`src/rtl/hazard_stall_unit_if.sv`:
```
// Decode-to-ID/EX control bundle for hazard_stall_unit: raw decode controls and
// hazard sources in, gated controls, pipeline strobes and perf counters out.
interface hazard_stall_unit_if #(
  parameter int unsigned REG_ADDR_W = 3,
  parameter int unsigned JSEL_W     = 2
);
  localparam int unsigned PERF_W = 16;

  logic                  reg_cntrl;
  logic                  RAM_cntrl;
  logic                  MemtoReg_cntrl;
  logic [JSEL_W-1:0]     jsel_cntrl;
  logic [REG_ADDR_W-1:0] id_rs;
  logic [REG_ADDR_W-1:0] id_rt;
  logic                  id_rs_used;
  logic                  id_rt_used;
  logic [REG_ADDR_W-1:0] ex_rd;
  logic                  ex_mem_read;
  logic                  branch_taken;

  logic                  reg_write_en_out;
  logic                  RAM_writeEnable_out;
  logic                  MemtoReg_out;
  logic [JSEL_W-1:0]     jsel_out;
  logic                  pc_write_en;
  logic                  ifid_write_en;
  logic                  ifid_flush;
  logic                  bubble;
  logic [PERF_W-1:0]     stall_cycles;
  logic [PERF_W-1:0]     flush_cycles;

  modport master (
    output reg_cntrl, RAM_cntrl, MemtoReg_cntrl, jsel_cntrl,
    output id_rs, id_rt, id_rs_used, id_rt_used, ex_rd, ex_mem_read, branch_taken,
    input  reg_write_en_out, RAM_writeEnable_out, MemtoReg_out, jsel_out,
    input  pc_write_en, ifid_write_en, ifid_flush, bubble,
    input  stall_cycles, flush_cycles
  );

  modport slave (
    input  reg_cntrl, RAM_cntrl, MemtoReg_cntrl, jsel_cntrl,
    input  id_rs, id_rt, id_rs_used, id_rt_used, ex_rd, ex_mem_read, branch_taken,
    output reg_write_en_out, RAM_writeEnable_out, MemtoReg_out, jsel_out,
    output pc_write_en, ifid_write_en, ifid_flush, bubble,
    output stall_cycles, flush_cycles
  );
endinterface

```
`src/rtl/hazard_stall_unit.sv`:
```
// Load-use / taken-branch hazard unit: inserts bubbles between decode and ID/EX.
// Optional HAZARD_PERF_CNT_EN builds saturating stall/flush cycle counters.
module hazard_stall_unit #(
  parameter int unsigned REG_ADDR_W        = 3,
  parameter int unsigned JSEL_W            = 2,
  parameter int unsigned LOAD_STALL_CYCLES = 1,
  parameter int unsigned FLUSH_CYCLES      = 1
) (
  input logic             clk,
  input logic             rst,
  hazard_stall_unit_if.slave bus
);
  localparam int unsigned CNT_W  = 3;
  localparam int unsigned PERF_W = 16;

  localparam bit STALL_MULTI = (LOAD_STALL_CYCLES > 1);
  localparam bit FLUSH_MULTI = (FLUSH_CYCLES > 1);
  localparam logic [CNT_W-1:0] STALL_RELOAD =
    CNT_W'(STALL_MULTI ? LOAD_STALL_CYCLES - 2 : 0);
  localparam logic [CNT_W-1:0] FLUSH_RELOAD =
    CNT_W'(FLUSH_MULTI ? FLUSH_CYCLES - 2 : 0);

  typedef enum logic [1:0] {
    ST_IDLE  = 2'd0,
    ST_STALL = 2'd1,
    ST_FLUSH = 2'd2
  } state_t;

  state_t             r_state;
  logic [CNT_W-1:0]   r_cnt;

  logic [REG_ADDR_W-1:0] w_rs;
  logic [REG_ADDR_W-1:0] w_rt;
  logic [REG_ADDR_W-1:0] w_rd;
  logic [JSEL_W-1:0]     w_jsel;
  logic                  w_rs_hit;
  logic                  w_rt_hit;
  logic                  w_load_use;
  logic                  w_bubble;
  logic                  w_pc_we;
  logic                  w_ifid_we;
  logic                  w_flush;

  assign w_rs   = bus.id_rs;
  assign w_rt   = bus.id_rt;
  assign w_rd   = bus.ex_rd;
  assign w_jsel = bus.jsel_cntrl;

  // Register 0 is hard-wired, so a load targeting it never creates a hazard.
  assign w_rs_hit   = bus.id_rs_used && (w_rs == w_rd);
  assign w_rt_hit   = bus.id_rt_used && (w_rt == w_rd);
  assign w_load_use = bus.ex_mem_read && (w_rd != '0) && (w_rs_hit || w_rt_hit);

  // A branch (or an ongoing flush) wins over any stall source.
  always_comb begin
    w_bubble  = 1'b0;
    w_pc_we   = 1'b1;
    w_ifid_we = 1'b1;
    w_flush   = 1'b0;
    if (bus.branch_taken || (r_state == ST_FLUSH)) begin
      w_bubble = 1'b1;
      w_flush  = 1'b1;
    end else if ((r_state == ST_STALL) || w_load_use) begin
      w_bubble  = 1'b1;
      w_pc_we   = 1'b0;
      w_ifid_we = 1'b0;
    end
  end

  // cnt holds the bubbles still owed after the current one, minus one.
  always_ff @(posedge clk or posedge rst) begin
    if (rst) begin
      r_state <= ST_IDLE;
      r_cnt   <= '0;
    end else begin
      case (r_state)
        ST_IDLE: begin
          if (bus.branch_taken) begin
            if (FLUSH_MULTI) begin
              r_state <= ST_FLUSH;
              r_cnt   <= FLUSH_RELOAD;
            end
          end else if (w_load_use && STALL_MULTI) begin
            r_state <= ST_STALL;
            r_cnt   <= STALL_RELOAD;
          end
        end
        ST_STALL: begin
          if (bus.branch_taken) begin
            r_state <= FLUSH_MULTI ? ST_FLUSH : ST_IDLE;
            r_cnt   <= FLUSH_RELOAD;
          end else if (r_cnt == '0) begin
            r_state <= ST_IDLE;
          end else begin
            r_cnt <= r_cnt - CNT_W'(1);
          end
        end
        ST_FLUSH: begin
          if (bus.branch_taken) begin
            r_state <= FLUSH_MULTI ? ST_FLUSH : ST_IDLE;
            r_cnt   <= FLUSH_RELOAD;
          end else if (r_cnt == '0) begin
            r_state <= ST_IDLE;
          end else begin
            r_cnt <= r_cnt - CNT_W'(1);
          end
        end
        default: begin
          r_state <= ST_IDLE;
          r_cnt   <= '0;
        end
      endcase
    end
  end

  assign bus.bubble              = w_bubble;
  assign bus.pc_write_en         = w_pc_we;
  assign bus.ifid_write_en       = w_ifid_we;
  assign bus.ifid_flush          = w_flush;
  assign bus.reg_write_en_out    = bus.reg_cntrl      && !w_bubble;
  assign bus.RAM_writeEnable_out = bus.RAM_cntrl      && !w_bubble;
  assign bus.MemtoReg_out        = bus.MemtoReg_cntrl && !w_bubble;
  assign bus.jsel_out            = w_bubble ? '0 : w_jsel;

`ifdef HAZARD_PERF_CNT_EN
  logic [PERF_W-1:0] r_stall_cycles;
  logic [PERF_W-1:0] r_flush_cycles;

  // Saturating counters of frozen-PC and IF/ID-flush cycles.
  always_ff @(posedge clk or posedge rst) begin
    if (rst) begin
      r_stall_cycles <= '0;
      r_flush_cycles <= '0;
    end else begin
      if (!w_pc_we && (r_stall_cycles != '1)) begin
        r_stall_cycles <= r_stall_cycles + PERF_W'(1);
      end
      if (w_flush && (r_flush_cycles != '1)) begin
        r_flush_cycles <= r_flush_cycles + PERF_W'(1);
      end
    end
  end

  assign bus.stall_cycles = r_stall_cycles;
  assign bus.flush_cycles = r_flush_cycles;
`else
  assign bus.stall_cycles = PERF_W'(0);
  assign bus.flush_cycles = PERF_W'(0);
`endif
endmodule
```
`src/flat_wrapper.sv`:
```
// flat-port wrapper written by rule: the top's interface ports become plain ports
module hazard_stall_unit_flat 
#(
  parameter int unsigned REG_ADDR_W        = 3,
  parameter int unsigned JSEL_W            = 2,
  parameter int unsigned LOAD_STALL_CYCLES = 1,
  parameter int unsigned FLUSH_CYCLES      = 1
)
  (clk, rst, bus_reg_cntrl, bus_RAM_cntrl, bus_MemtoReg_cntrl, bus_jsel_cntrl, bus_id_rs, bus_id_rt, bus_id_rs_used, bus_id_rt_used, bus_ex_rd, bus_ex_mem_read, bus_branch_taken, bus_reg_write_en_out, bus_RAM_writeEnable_out, bus_MemtoReg_out, bus_jsel_out, bus_pc_write_en, bus_ifid_write_en, bus_ifid_flush, bus_bubble, bus_stall_cycles, bus_flush_cycles);
  hazard_stall_unit_if #(.REG_ADDR_W(REG_ADDR_W), .JSEL_W(JSEL_W)) bus_i ();
  input logic clk;
  input logic rst;
  input wire logic [$bits(bus_i.reg_cntrl)-1:0] bus_reg_cntrl;
  input wire logic [$bits(bus_i.RAM_cntrl)-1:0] bus_RAM_cntrl;
  input wire logic [$bits(bus_i.MemtoReg_cntrl)-1:0] bus_MemtoReg_cntrl;
  input wire logic [$bits(bus_i.jsel_cntrl)-1:0] bus_jsel_cntrl;
  input wire logic [$bits(bus_i.id_rs)-1:0] bus_id_rs;
  input wire logic [$bits(bus_i.id_rt)-1:0] bus_id_rt;
  input wire logic [$bits(bus_i.id_rs_used)-1:0] bus_id_rs_used;
  input wire logic [$bits(bus_i.id_rt_used)-1:0] bus_id_rt_used;
  input wire logic [$bits(bus_i.ex_rd)-1:0] bus_ex_rd;
  input wire logic [$bits(bus_i.ex_mem_read)-1:0] bus_ex_mem_read;
  input wire logic [$bits(bus_i.branch_taken)-1:0] bus_branch_taken;
  output wire logic [$bits(bus_i.reg_write_en_out)-1:0] bus_reg_write_en_out;
  output wire logic [$bits(bus_i.RAM_writeEnable_out)-1:0] bus_RAM_writeEnable_out;
  output wire logic [$bits(bus_i.MemtoReg_out)-1:0] bus_MemtoReg_out;
  output wire logic [$bits(bus_i.jsel_out)-1:0] bus_jsel_out;
  output wire logic [$bits(bus_i.pc_write_en)-1:0] bus_pc_write_en;
  output wire logic [$bits(bus_i.ifid_write_en)-1:0] bus_ifid_write_en;
  output wire logic [$bits(bus_i.ifid_flush)-1:0] bus_ifid_flush;
  output wire logic [$bits(bus_i.bubble)-1:0] bus_bubble;
  output wire logic [$bits(bus_i.stall_cycles)-1:0] bus_stall_cycles;
  output wire logic [$bits(bus_i.flush_cycles)-1:0] bus_flush_cycles;
  assign bus_i.reg_cntrl = bus_reg_cntrl;
  assign bus_i.RAM_cntrl = bus_RAM_cntrl;
  assign bus_i.MemtoReg_cntrl = bus_MemtoReg_cntrl;
  assign bus_i.jsel_cntrl = bus_jsel_cntrl;
  assign bus_i.id_rs = bus_id_rs;
  assign bus_i.id_rt = bus_id_rt;
  assign bus_i.id_rs_used = bus_id_rs_used;
  assign bus_i.id_rt_used = bus_id_rt_used;
  assign bus_i.ex_rd = bus_ex_rd;
  assign bus_i.ex_mem_read = bus_ex_mem_read;
  assign bus_i.branch_taken = bus_branch_taken;
  assign bus_reg_write_en_out = bus_i.reg_write_en_out;
  assign bus_RAM_writeEnable_out = bus_i.RAM_writeEnable_out;
  assign bus_MemtoReg_out = bus_i.MemtoReg_out;
  assign bus_jsel_out = bus_i.jsel_out;
  assign bus_pc_write_en = bus_i.pc_write_en;
  assign bus_ifid_write_en = bus_i.ifid_write_en;
  assign bus_ifid_flush = bus_i.ifid_flush;
  assign bus_bubble = bus_i.bubble;
  assign bus_stall_cycles = bus_i.stall_cycles;
  assign bus_flush_cycles = bus_i.flush_cycles;
  hazard_stall_unit #(.REG_ADDR_W(REG_ADDR_W), .JSEL_W(JSEL_W), .LOAD_STALL_CYCLES(LOAD_STALL_CYCLES), .FLUSH_CYCLES(FLUSH_CYCLES)) u_core (.clk(clk), .rst(rst), .bus(bus_i));
endmodule
```
`config.mk`:
```
export PLATFORM = sky130hd
export DESIGN_NAME = hazard_stall_unit_flat
export DESIGN_NICKNAME = d
export VERILOG_FILES = /design/src/rtl/hazard_stall_unit_if.sv /design/src/rtl/hazard_stall_unit.sv /design/src/flat_wrapper.sv
export SDC_FILE = /design/constraint.sdc
export NUM_CORES = 1
export LEC_CHECK = 0
export BUFFER_PORTS_ARGS = -buffer_cell sky130_fd_sc_hd__buf_2
export CAP_MARGIN = 20
export CORE_MARGIN = 3
export CORE_UTILIZATION = 24
export DETAILED_ROUTE_END_ITERATION = 8
export MAX_ROUTING_LAYER = met4
export PLACE_DENSITY_LB_ADDON = 0.15
export SETUP_SLACK_MARGIN = 0.4
export SYNTH_ARGS = -nofsm -noshare
export SYNTH_HDL_FRONTEND = slang
export SYNTH_SLANG_ARGS = --single-unit
export TNS_END_PERCENT = 1
```
`constraint.sdc`:
```
create_clock -name clk -period 1.1 [get_ports clk]
set_input_delay 0.055 -clock clk [delete_from_list [all_inputs] [get_ports clk]]
set_output_delay 0.055 -clock clk [all_outputs]
set_load 0.005 [all_outputs]
```
==> results of run 1 <==
synth_stat cells, drive strengths merged:
master  instances  area [µm²]
buf            34         255
xnor2           6        52.6
nor3b           5        37.5
nand4           2        12.5
a21oi           1        8.76
conb            1        3.75
nand2b          1        6.26
o31ai           1        7.51
or2             1        6.26
report_power, final:
part           switching [mW]  internal, mW
clock                       0             0
combinational          0.0779        0.0896
sequential                  0             0
total                  0.0779        0.0896
metrics by stage:
stage               cells  setup WS (ns)
floorplan              83          0.252
global placement       91         0.0131
detailed placement     91        0.00234
CTS                    91         0.0944
global route           91        0.00785
finish                 91          0.111
how the worst max path moves through the flow:
stage	start	endpoint	slack [ns]	depth (start not counted)
2_1_floorplan	bus_ex_rd[1]	bus_pc_write_en	0.25	5
3_3_place_gp	bus_ex_rd[0]	bus_bubble	0.01	6
3_5_place_dp	bus_ex_rd[1]	bus_pc_write_en	0.002	6
4_1_cts	bus_id_rt[1]	bus_pc_write_en	0.09	6
5_1_grt	bus_id_rs[1]	bus_pc_write_en	0.008	6
6_report	bus_ex_rd[2]	bus_bubble	0.11	6
final cells by class:
type | instances | area [µm²] | share of cell area
repair buffers | 27 | 179 | 0.353
well taps | 15 | 18.8 | 0.0370
multi-input cells | 49 | 309 | 0.610
metal layers:
metal  up-vias  track usage  share of wire
met5         -            -              0
met4         0            0              0
met3         0            0           0.17
met2        31        0.115           0.57
met1       130       0.0639           0.26
li1        150            -              -
what timing repair did:
item	4_1_cts	5_1_grt
gates resized for setup	15	1
gates cloned	0	0
pin swaps	7	4
setup endpoints to repair	8	8
cell families (layout without fill, tap and decap cells):
group,after synthesis,in the layout
buffers and inverters,34,27
AND/OR/NAND/NOR,9,9
XOR/XNOR,6,6
AO/OA/AOI/OAI,2,2
other,1,32
==> results.sh, run 1 <==
export IMPL_status="complete, no violations"
export IMPL_grt_pass1_vias=251
export IMPL_grt_pass1_wl_um=931
export IMPL_io_pins=61
export IMPL_cp_max_fo=7
export IMPL_dieHeight_um=46.3
export IMPL_cap_violations=0
export IMPL_rows=13
export IMPL_critPathSlowestCell="a21oi_4"
export IMPL_design_area_um2=507
export IMPL_crit_required_ns=1.04
export IMPL_hold_depth=2
export IMPL_muxShareOfSynthArea=0
export IMPL_coreArea_um2=1420
export IMPL_synth_seq_area_share=0
export IMPL_whs_endpoint="bus_ifid_flush"
export IMPL_cp_num_buf_inv=2
export IMPL_initial_utilization=0.276
export IMPL_arrival_ns=0.93
export IMPL_whs_ns=0.381
export IMPL_grt_overflow_total=0
export IMPL_fillerInstances=156
export IMPL_wirelength_um=756
export IMPL_synth_adder_area_share=0
export IMPL_place_area_um2=420
export IMPL_clkbuf_count=0
export IMPL_antenna_found_initial=0
export IMPL_synthCells=52
export IMPL_power_density_nw_per_um2=331
export IMPL_grt_max_degree=9
export IMPL_crit_family="simple AND/OR/NAND/NOR gates"
export IMPL_ctsHoldBuffers=0
export IMPL_finish_utilization=0.358
export IMPL_fp_dieArea_um2=2150
export IMPL_num_antenna_cells=0
export IMPL_synth_top_family_by_area="buffers and inverters"
export IMPL_route_detailed_drc=0
export IMPL_synthDistinctLibCells=9
export IMPL_place_hpwl_um=693
export IMPL_max_freq_mhz=1010
export IMPL_synth_simple_area_share=0.160
export IMPL_dr_pass1_iters=1
export IMPL_ant_nets=0
export IMPL_startpoint_type="input port"
export IMPL_hold_viol_final=0
export IMPL_drive_gt1_frac=0.461
export IMPL_wl_per_cell_um=8.31
export IMPL_setup_violations_final=0
export IMPL_first_iter_violations=0
export IMPL_seq_area_um2=0
export IMPL_worstHoldStart="bus_branch_taken"
export IMPL_grt_usage=0.0567
export IMPL_final_common_cell="conb_1"
export IMPL_slowest_delay_ns=0.26
export IMPL_synth_xor_area_frac=0.135
export IMPL_yosys_warnings=0
export IMPL_die_w_um=46.3
export IMPL_total_power_mw=0.167
export IMPL_hold_path_class="input port to output pin"
export IMPL_vias_per_cell=3.42
export IMPL_synth_compound_area_share=0.0417
export IMPL_num_vias=311
export IMPL_nNetsFinal=98
export IMPL_drv_slew=0
export IMPL_crit_chain="buf_6 > xnor2_2 > nand4_1 > a21oi_4 > or2_1 > buf_2"
export IMPL_fin_tns_setup_ns=0
export IMPL_post_cts_buffers=0
export IMPL_finalCriticalPeriod_ns=0.989
export IMPL_syn_to_final_growth_pct=29.8
export IMPL_seq_cells=0
export IMPL_avgSynthCellArea_um2=7.51
export IMPL_final_cell_mix="conb_1 (32), buf_2 (20), buf_6 (7)"
export IMPL_cp_end_kind="output pin"
export IMPL_grt_setup_unrepaired="yes"
export IMPL_ir_worst_vdd_mv=0.120
export IMPL_finalCritPeriodShare=0.899
export IMPL_p_leak_nw=0.290
export IMPL_synth_area_um2=390
export IMPL_portBuffers=27
export IMPL_gp_congestion=0.596
export IMPL_criticalPathCategory="input port to output pin"
Note: power is estimated with default switching activity, not from simulation.
==> run 2, diff against run 1 <==
CELL_PAD_IN_SITES_DETAIL_PLACEMENT = 0   (was unset)
CELL_PAD_IN_SITES_GLOBAL_PLACEMENT = 1   (was unset)
CORE_UTILIZATION = 19   (was 24)
==> run 2 against run 1 <==
Effect of this change:
- sequential share of layout area stayed put
- total power is 1.9% higher
- maximum frequency is 1.0% lower
- wire length is 6.0% higher
- sequential cell count stayed put
- cell count is 11% higher
- critical path type unchanged
- largest cell class unchanged
- via count is 0.32% lower
- non-clock buffer count stayed put
- setup slack worse by 0.010 ns
- critical path depth stayed put
- core utilization is 7.2 points lower
==> results.sh, run 2 (synthesis gave the netlist of run 1 again) <==
export IMPL_place_hpwl_um=711
export IMPL_grt_overflow_total=0
export IMPL_final_cell_mix="conb_1 (32), buf_2 (19), buf_6 (8)"
export IMPL_hold_path_class="input port to output pin"
export IMPL_ant_nets=0
export IMPL_finalCriticalPeriod_ns=0.999
export IMPL_setup_violations_final=0
export IMPL_p_leak_nw=0.292
export IMPL_grt_pass1_vias=249
export IMPL_coreArea_um2=1840
export IMPL_switching_power_mw=0.0789
export IMPL_drive_gt1_frac=0.461
export IMPL_ir_worst_vdd_mv=0.132
export IMPL_first_iter_violations=0
export IMPL_vias_per_cell=3.07
export IMPL_wirelength_um=801
export IMPL_max_freq_mhz=1000
export IMPL_initial_utilization=0.212
export IMPL_final_common_cell="conb_1"
export IMPL_grt_pass1_wl_um=1040
export IMPL_post_cts_buffers=0
export IMPL_arrival_ns=0.94
export IMPL_wl_per_cell_um=7.93
export IMPL_gp_congestion=0.576
export IMPL_power_density_nw_per_um2=325
export IMPL_num_vias=310
export IMPL_multi_input_area_um2=309
export IMPL_io_pins=61
export IMPL_seqPwrFrac=0
export IMPL_p_clk_frac=0
export IMPL_status="complete, no violations"
export IMPL_critPathLaunch="bus_id_rt[1]"
export IMPL_cp_end_kind="output pin"
export IMPL_clkbuf_count=0
export IMPL_criticalPathCategory="input port to output pin"
export IMPL_startpoint_type="input port"
export IMPL_worstHoldStart="bus_branch_taken"
export IMPL_antenna_found_initial=0
export IMPL_die_w_um=51.3
export IMPL_nNetsFinal=98
export IMPL_num_antenna_cells=0
export IMPL_p_int_mw=0.0919
export IMPL_power_share_switching=0.462
export IMPL_crit_required_ns=1.04
export IMPL_fillerInstances=210
export IMPL_drv_slew=0
export IMPL_syn_to_final_growth_pct=34.6
export IMPL_dr_pass1_iters=1
export IMPL_seq_area_um2=0
export IMPL_grt_setup_unrepaired="yes"
export IMPL_design_area_um2=526
export IMPL_fin_tns_setup_ns=0
export IMPL_seq_cells=0
export IMPL_route_detailed_drc=0
export IMPL_dieHeight_um=51.3
export IMPL_p_comb_frac=1.000
export IMPL_cap_violations=0
export IMPL_ctsHoldBuffers=0
export IMPL_portBuffers=27
export IMPL_grt_usage=0.0491
export IMPL_grt_max_degree=9
export IMPL_finalCritPeriodShare=0.908
export IMPL_fp_dieArea_um2=2630
export IMPL_cp_max_fo=7
export IMPL_rows=15
export IMPL_hold_viol_final=0
export IMPL_place_area_um2=433
[run 2: timing repair]
item                                    4_1_cts  5_1_grt
gates resized for setup                      17        0
endpoints found under the setup margin        8        8
pin swaps                                    10        0
[run 2: critical path, stage by stage]
cell and delay [ns]:
buf_6 0.10, xnor2_2 0.13, nand4_1 0.16, a21oi_4 0.26, or2_1 0.13, buf_2 0.10
[run 2: power groups by stage]
stage	combinational, mW	sequential (mW)	clock [mW]
3_5_place_dp	0.132	0	0
6_report	0.171	0	0
2_1_floorplan	0.156	0	0
4_1_cts	0.168	0	0
3_3_place_gp	0.132	0	0
5_1_grt	0.190	0	0
[run 2: final cells by class]
class                      instances  area share
multi-input combinational         49       0.588
tap                               25      0.0595
timing repair buffer              27       0.352
[run 2: final timing paths]
path,endpoint,slack [ns],cells after the start
min,bus_ifid_flush,0.39,2
max,bus_bubble,0.10,6
[run 2: metrics by stage]
stage	cells	power, mW	setup slack, ns	hold slack (ns)	utilization
final	101	0.171	0.101	0.385	0.286
after CTS	101	0.168	0.0971	0.388	0.286
after global routing	101	0.190	0.0172	0.406	0.286
after global placement	101	0.132	0.00381	0.389	0.235
after floorplan	83	0.156	0.252	0.143	-
after detailed placement	101	0.132	0.00322	0.388	0.235
[run 2: routing by layer]
| metal | share of wire | track usage | wire, µm | vias up |
|---|---|---|---|---|
| met5 | 0 | - | 0 | - |
| met4 | 0 | 0 | 0 | 0 |
| met3 | 0.16 | 0 | 125 | 0 |
| met2 | 0.56 | 0.101 | 451 | 30 |
| met1 | 0.28 | 0.0559 | 225 | 130 |
| li1 | - | - | - | 150 |
